--- src/rtl/mw_pipe_reg_pkg.sv ---
// Shared definitions for the M->W pipeline register: load-extension encodings,
// reset PC value and the registered W-stage payload.
package mw_pipe_reg_pkg;

  localparam logic [2:0]  LD_WORD   = 3'b000;
  localparam logic [2:0]  LD_BU     = 3'b001;
  localparam logic [2:0]  LD_B      = 3'b010;
  localparam logic [2:0]  LD_HU     = 3'b011;
  localparam logic [2:0]  LD_H      = 3'b100;

  localparam logic [31:0] RESET_PC8 = 32'h0000_3008;

  typedef struct packed {
    logic [31:0] md;
    logic [31:0] memory;
    logic [31:0] result;
    logic [31:0] pcn8;
    logic        reg_write;
    logic [4:0]  a3;
    logic [31:0] op;
  } mw_dat_t;

endpackage

--- src/rtl/mw_pipe_reg_load_ext.sv ---
// load_ext: byte/halfword select and sign/zero extension of a raw load word.
// Latency: combinational. Backpressure: none (pure function of inputs).
module load_ext
  import mw_pipe_reg_pkg::*;
(
  input  logic [31:0] rdata,
  input  logic [1:0]  addr,
  input  logic [2:0]  ld_type,
  output logic [31:0] data
);

  logic [7:0]  b;
  logic [15:0] h;

  always_comb begin
    b = rdata[7:0];
    case (addr)
      2'd1:    b = rdata[15:8];
      2'd2:    b = rdata[23:16];
      2'd3:    b = rdata[31:24];
      default: b = rdata[7:0];
    endcase
    // addr[0] is don't-care for halfwords; misalignment is trapped upstream
    h = addr[1] ? rdata[31:16] : rdata[15:0];

    data = rdata;
    case (ld_type)
      LD_BU:   data = {24'b0, b};
      LD_B:    data = {{24{b[7]}}, b};
      LD_HU:   data = {16'b0, h};
      LD_H:    data = {{16{h[15]}}, h};
      default: data = rdata;
    endcase
  end

endmodule

--- src/rtl/mw_pipe_reg.sv ---
// mw_pipe_reg: M->W pipeline register with load extension; MW_RETIRE_CNT_EN adds retire_cnt.
// Latency: 1 cycle. Backpressure: en_W=0 holds every register; req overrides hold with a bubble.
module mw_pipe_reg #(
  parameter int          DW        = 32,
  parameter logic [31:0] RESET_PC8 = mw_pipe_reg_pkg::RESET_PC8
) (
  input  logic          clk,
  input  logic          reset,
  input  logic          en_W,
  input  logic          req,
  input  logic [DW-1:0] md_M_o,
  input  logic [DW-1:0] dm_rdata_M,
  input  logic [1:0]    dm_addr_M,
  input  logic [2:0]    ld_type_M,
  input  logic [DW-1:0] result_M_o,
  input  logic [DW-1:0] PCn8_M_o,
  input  logic          regWrite_M_o,
  input  logic [4:0]    A3_M_o,
  input  logic [DW-1:0] OP_M_o,
  output logic [DW-1:0] md_W_i,
  output logic [DW-1:0] memory_W_i,
  output logic [DW-1:0] result_W_i,
  output logic [DW-1:0] PCn8_W_i,
  output logic          regWrite_W_i,
  output logic [4:0]    A3_W_i,
  output logic [DW-1:0] OP_W_i,
  output logic          valid_W
`ifdef MW_RETIRE_CNT_EN
  ,
  output logic [31:0]   retire_cnt
`endif
);
  import mw_pipe_reg_pkg::*;

  logic [DW-1:0] ld_data;
  mw_dat_t       w_q;

  load_ext u_load_ext (
    .rdata   (dm_rdata_M),
    .addr    (dm_addr_M),
    .ld_type (ld_type_M),
    .data    (ld_data)
  );

  always_ff @(posedge clk) begin
    if (!reset) begin
      w_q      <= '0;
      w_q.pcn8 <= RESET_PC8;
      valid_W  <= 1'b0;
    end else if (req) begin
      // bubble keeps PC+8 so the W-stage PC trace stays continuous
      w_q      <= '0;
      w_q.pcn8 <= PCn8_M_o;
      valid_W  <= 1'b0;
    end else if (en_W) begin
      w_q.md        <= md_M_o;
      w_q.memory    <= ld_data;
      w_q.result    <= result_M_o;
      w_q.pcn8      <= PCn8_M_o;
      w_q.reg_write <= regWrite_M_o & (A3_M_o != 5'd0);
      w_q.a3        <= A3_M_o;
      w_q.op        <= OP_M_o;
      valid_W       <= 1'b1;
    end
  end

  assign md_W_i       = w_q.md;
  assign memory_W_i   = w_q.memory;
  assign result_W_i   = w_q.result;
  assign PCn8_W_i     = w_q.pcn8;
  assign regWrite_W_i = w_q.reg_write;
  assign A3_W_i       = w_q.a3;
  assign OP_W_i       = w_q.op;

`ifdef MW_RETIRE_CNT_EN
  always_ff @(posedge clk) begin
    if (!reset) begin
      retire_cnt <= '0;
    end else if (!req && en_W && (OP_M_o != '0)) begin
      retire_cnt <= retire_cnt + 32'd1;
    end
  end
`endif

endmodule

--- config.mk ---
export PLATFORM = sky130hd
export DESIGN_NAME = mw_pipe_reg
export DESIGN_NICKNAME = d
export VERILOG_FILES = /design/src/rtl/mw_pipe_reg_pkg.sv /design/src/rtl/mw_pipe_reg_load_ext.sv /design/src/rtl/mw_pipe_reg.sv
export SDC_FILE = /design/constraint.sdc
export NUM_CORES = 1
export LEC_CHECK = 0
export CORE_AREA = 2 2 131 133
export DETAILED_ROUTE_END_ITERATION = 10
export DIE_AREA = 0 0 133 135
export DONT_BUFFER_PORTS = 1
export GPL_ROUTABILITY_DRIVEN = 0
export GPL_TIMING_DRIVEN = 1
export PLACE_DENSITY = 0.54
export SETUP_SLACK_MARGIN = 0.3
export SKIP_LAST_GASP = 1
export SYNTH_ARGS = -nofsm -noshare
export SYNTH_HDL_FRONTEND = slang
export SYNTH_HIERARCHICAL = 1
export SYNTH_SLANG_ARGS = --single-unit
--- constraint.sdc ---
create_clock -name clk -period 4.1 [get_ports clk]
set_input_delay 0.41 -clock clk [delete_from_list [all_inputs] [get_ports clk]]
set_output_delay 0.41 -clock clk [all_outputs]
set_load 0.02 [all_outputs]
==> results of run 1 <==
==> sequential cells by signal, summed over array words and instances, names as in the netlist <==
register / flops
memory_W_i: 32
regWrite_W_i: 1
result_W_i: 32
valid_W: 1
OP_W_i: 32
A3_W_i: 5
md_W_i: 32
PCn8_W_i: 32
==> power breakdown <==
part / internal [mW] / switching [mW] / total (mW)
Combinational: 0.140 / 0.121 / 0.261
Sequential: 1.69 / 0.128 / 1.82
Clock: 0.915 / 0.686 / 1.60
==> stage by stage <==
stage / hold WS, ns / power [mW] / setup slack (ns) / instances / instance area [um^2]
after floorplan: 0.5278 / 2.113 / 2.248 / 682 / 6857
after detailed placement: 0.4931 / 2.112 / 1.832 / 852 / 6833
after global routing: 0.03810 / 3.823 / 2.127 / 884 / 7427
after global placement: 0.4859 / 2.105 / 1.976 / 852 / 6833
after CTS: 0.04127 / 3.721 / 2.273 / 884 / 7427
final: 0.05753 / 3.677 / 2.226 / 885 / 7430
==> per-layer routing <==
| metal | vias up | GRT usage [%] | part of all wire, % |
|---|---|---|---|
| met2 | 275 | 31.61 | 49 |
| met1 | 2258 | 21.19 | 37 |
| met3 | 41 | 8.784 | 11 |
| met4 | 0 | 8.244 | 2.9 |
| met5 | - | 0 | 0 |
| li1 | 2287 | - | - |
==> critical path, delay by kind of cell <==
| family | cells | cell delay (ns) |
|---|---|---|
| multiplexers | 1 | 0.16 |
| AO/OA/AOI/OAI | 2 | 0.58 |
| AND/OR/NAND/NOR | 3 | 1.02 |
==> cells by family (layout without fill, tap and decap cells) <==
group | count (synthesis) | in the layout | synth area share (%)
AO/OA/AOI/OAI | 83 | 83 | 10.00
XOR/XNOR | 2 | 2 | 0.2555
buffers and inverters | 55 | 37 | 4.945
flip-flops | 167 | 167 | 48.76
multiplexers | 145 | 145 | 22.59
other | 0 | 1 | 0
AND/OR/NAND/NOR | 230 | 230 | 13.45
==> cell usage after synthesis, types with 4 or more instances <==
master	count	area [um^2]
mux4_2	6	135.1
a21oi_1	9	45.04
buf_2	19	95.09
a32oi_1	7	61.31
buf_4	10	75.07
a21boi_0	25	187.7
a21o_1	16	120.1
nor2_1	139	521.8
a21boi_1	4	30.03
clkbuf_1	14	52.55
nand2_1	69	259.0
buf_6	8	90.09
mux2i_1	136	1361
nand3_1	5	25.02
a221o_1	16	160.2
and3_1	8	50.05
dfxtp_1	167	3343
==> final cells by class <==
class / instances / area (um^2) / area share (%)
Timing Repair Buffer: 3 / 22.52 / 0.3031
Clock buffer: 19 / 432.9 / 5.827
Inverter: 2 / 7.507 / 0.1010
Sequential cell: 167 / 3343 / 45.00
Clock inverter: 13 / 161.4 / 2.172
Multi-Input combinational cell: 460 / 3184 / 42.86
Antenna cell: 1 / 2.502 / 0.03368
Tap cell: 220 / 275.3 / 3.705
==> final timing paths <==
| kind | start | to | slack (ns) | cells after the start |
|---|---|---|---|---|
| setup / recovery | ld_type_M[0] | memory_W_i[7]$_SDFFE_PP0P_ | 2.23 | 6 |
| hold / removal | reset | PCn8_W_i[13]$_SDFFE_PN1P_ | 0.06 | 1 |
| setup reg to reg | PCn8_W_i[26]$_SDFFE_PN0P_ | PCn8_W_i[26]$_SDFFE_PN0P_ | 3.30 | 2 |
| hold reg to reg | PCn8_W_i[8]$_SDFFE_PN0P_ | PCn8_W_i[8]$_SDFFE_PN0P_ | 0.55 | 2 |
==> results.json, run 1 <==
{
  "synthCells": 682,
  "path_cells": "nor2_1 > and3_1 > a21oi_1 > a221o_1 > mux2i_1 > nor2_1",
  "nets": 826,
  "tightestPinTransition_ns": 1.307,
  "rows": 47,
  "start_kind": "input port",
  "grt_first_pass_wirelength_um": 26630,
  "drv_slew": 0,
  "p_per_area_nw_per_um2": 494.9,
  "fmax_mhz": 533.7,
  "top_level_ports": 342,
  "post-route-util_pct": 45.28,
  "antenna_left": 0,
  "clk_path_buf_depth": 2,
  "routed_wl_um": 17970,
  "synth_edf_count": 0,
  "finalSetupViolations": 0,
  "critPathCaptureType": "flop",
  "arrival_ns": 2.17,
  "max-vdd-ir-drop_uv": 264.5,
  "finalHoldViolations": 0,
  "clkSlewWorstSetupHoldPaths_ns": 0.07,
  "dieHeight_um": 135,
  "drtPass1Iterations": 5,
  "crit_path_max_incr_delay_ns": 0.53,
  "drive_gt1_share_pct": 7.380,
  "initial_core_util_pct": 41.79,
  "status": "completed",
  "required_ns": 4.40,
  "fin_crit_sh_pct": 45.70,
  "worst_path_max_delay_cell": "nor2_1",
  "finClkSkew_ns": 0,
  "finalSetupTns_ns": 0,
  "synth_nets": 857,
  "via_count": 4861,
  "antenna_found_initial": 1,
  "ctsHoldBuffers": 0,
  "p_leak_nw": 3.229,
  "h-tree-depth": 4,
  "io_buffers": 0,
  "ys_seq_area_share_pct": 48.76,
  "clock_latency_ns": 0.42,
  "synth_area_per_cell_um2": 10.05,
  "die_w_um": 133,
  "gr-total-overflow": 0,
  "post_cts_resized": 0,
  "grt_max_degree": 139,
  "cts-buffers-inserted": 17,
  "die_area_um2": 17960,
  "final_cell_mix": "167 x dfxtp_1, 138 x nor2_1, 136 x mux2i_1",
  "dp_hpwl_um": 12940,
  "route.detailed.drc": 0,
  "core-area_um2": 16410,
  "vias_per_cell": 5.493,
  "rsz0062_at_grt": "no",
  "cts-root-buf": "clkbuf_16",
  "syn_to_final_growth_pct": 8.358,
  "drtIter0Drc": 353,
  "final_common_cell": "dfxtp_1",
  "grt_usage_pct": 19.08,
  "syn_area_um2": 6857,
  "async_reset_ff_share_pct": 0,
  "synth-seq-cells": 167,
  "cts_sinks": 167,
  "yosys_warnings": 6,
  "ys.flop_type": "dfxtp_1",
  "cp_common_cell": "nor2_1",
  "hold_path.class": "input port to flop",
  "tritoncts": "built",
  "nFillCells": 1513,
  "cap_viol_max_count": 0,
  "cp_max_fo": 16,
  "slew_headroom_pct": 12.26,
  "post_cts_buffers": 0,
  "critPathKind": "input port to flop",
  "wl_per_cell_um": 20.31,
  "first_global_vias": 4703,
  "finalCriticalPeriod_ns": 1.874,
  "yosysUniqueCellTypes": 39
}
Power figures use the tool's default switching activity.
==> run 2, diff against run 1 <==
- clock period: 4.1 -> 1.89 ns (I/O delays scaled with it)
==> run 2 against run 1 <==
  * The flow now stops in clock tree synthesis
  * Synthesized cell count unchanged
  * Synthesized area did not move
==> results.json, run 2 <==
{
  "dp_hpwl_um": 12500,
  "top_level_ports": 342,
  "rows": 47,
  "synth_edf_count": 0,
  "synthCells": 682,
  "ctsHoldBuffers": 178,
  "stop_error": "[ERROR RSZ-0060] Max buffer count reached.",
  "cts_sinks": 167,
  "ys_seq_area_share_pct": 48.76,
  "yosysUniqueCellTypes": 39,
  "synth_nets": 857,
  "h-tree-depth": 4,
  "post_cts_buffers": 0,
  "synth_top_area_cell": "dfxtp_1",
  "status": "aborted with a tool error",
  "yosys-top-cells-count": "167 x dfxtp_1, 139 x nor2_1, 136 x mux2i_1, 69 x nand2_1, 25 x a21boi_0",
  "synth_area_leaders": "dfxtp_1 49%, mux2i_1 20%, nor2_1 7.6%",
  "initial_core_util_pct": 41.79,
  "async_reset_ff_share_pct": 0,
  "synth_top_area_share_pct": 48.76,
  "cts-buffers-inserted": 17,
  "die_w_um": 133,
  "synth-seq-cells": 167,
  "syn_area_um2": 6857,
  "dieHeight_um": 135,
  "yosysMostFrequentCell": "dfxtp_1",
  "io_buffers": 0,
  "synth_area_per_cell_um2": 10.05,
  "cts-root-buf": "clkbuf_16",
  "clk_path_buf_depth": 2,
  "yosys_warnings": 6,
  "post_cts_resized": 0,
  "lastStage": "clock tree synthesis",
  "ys.flop_type": "dfxtp_1"
}
## run 2: cell counts after synthesis
Identical to the previous run, type by type.
## run 2: logic make-up after synthesis
logic type      Yosys count  synth area share, %
compound gates           83                10.00
xor+xnor                  2               0.2555
buf+inv                  55                4.945
flops                   167                48.76
mux                     145                22.59
simple gates            230                13.45
## run 2: stage by stage
stage / hold WS, ns / cell area, um^2 / std cells / setup slack, ns
2_1_floorplan: 0.3132 / 6873 / 682 / 0.2923
3_5_place_dp: 0.2733 / 6864 / 854 / 0.05116
3_3_place_gp: 0.2674 / 6864 / 854 / 0.1043
==> run 3, diff against run 2 <==
- CORE_AREA: 2 2 131 133 -> not set
- CORE_MARGIN: not set -> 2
- CORE_UTILIZATION: not set -> 35
- DIE_AREA: 0 0 133 135 -> not set
- PLACE_DENSITY: 0.54 -> not set
- PLACE_DENSITY_LB_ADDON: not set -> 0.15
- SETUP_SLACK_MARGIN: 0.3 -> not set
==> run 3 against run 2 <==
  * The flow again stops in clock tree synthesis
  * Synthesized cell count unchanged
  * Synthesized area is the same
==> results.json, run 3 <==
{
  "status": "aborted with a tool error",
  "lastStage": "clock tree synthesis",
  "stop_error": "[ERROR RSZ-0060] Max buffer count reached.",
  "post_cts_resized": 0,
  "io_buffers": 0,
  "yosysUniqueCellTypes": 39,
  "ys_seq_area_share_pct": 48.76,
  "async_reset_ff_share_pct": 0,
  "synth_edf_count": 0,
  "synth_nets": 857,
  "clk_path_buf_depth": 2,
  "synth_area_per_cell_um2": 10.05,
  "yosys_warnings": 6,
  "synthCells": 682,
  "synth_top_area_share_pct": 48.76,
  "synth-seq-cells": 167,
  "dieHeight_um": 144.0,
  "die_w_um": 144.0,
  "top_level_ports": 342,
  "initial_core_util_pct": 35.46,
  "syn_area_um2": 6857,
  "cts-buffers-inserted": 17,
  "rows": 51,
  "synth_area_leaders": "dfxtp_1 49%, mux2i_1 20%, nor2_1 7.6%",
  "yosys-top-cells-count": "167 x dfxtp_1, 139 x nor2_1, 136 x mux2i_1, 69 x nand2_1, 25 x a21boi_0",
  "ctsHoldBuffers": 187,
  "dp_hpwl_um": 13210,
  "h-tree-depth": 4,
  "place_ws_ns": 0.003231,
  "yosysMostFrequentCell": "dfxtp_1",
  "cts_sinks": 167,
  "cts-root-buf": "clkbuf_16",
  "post_cts_buffers": 0,
  "ys.flop_type": "dfxtp_1",
  "synth_top_area_cell": "dfxtp_1"
}
run 3: cell counts after synthesis:
Identical to the previous run, type by type.
run 3: metrics by stage:
step                cell area (um^2)  util (%)  cells
floorplan                       6857         -    682
global placement                6924     35.81    900
detailed placement              6924     35.81    900
run 3: cells by family after synthesis:
| family | after synthesis | synth area share [%] |
|---|---|---|
| buf+inv | 55 | 4.945 |
| compound gates | 83 | 10.00 |
| xor+xnor | 2 | 0.2555 |
| simple gates | 230 | 13.45 |
| flops | 167 | 48.76 |
| mux | 145 | 22.59 |
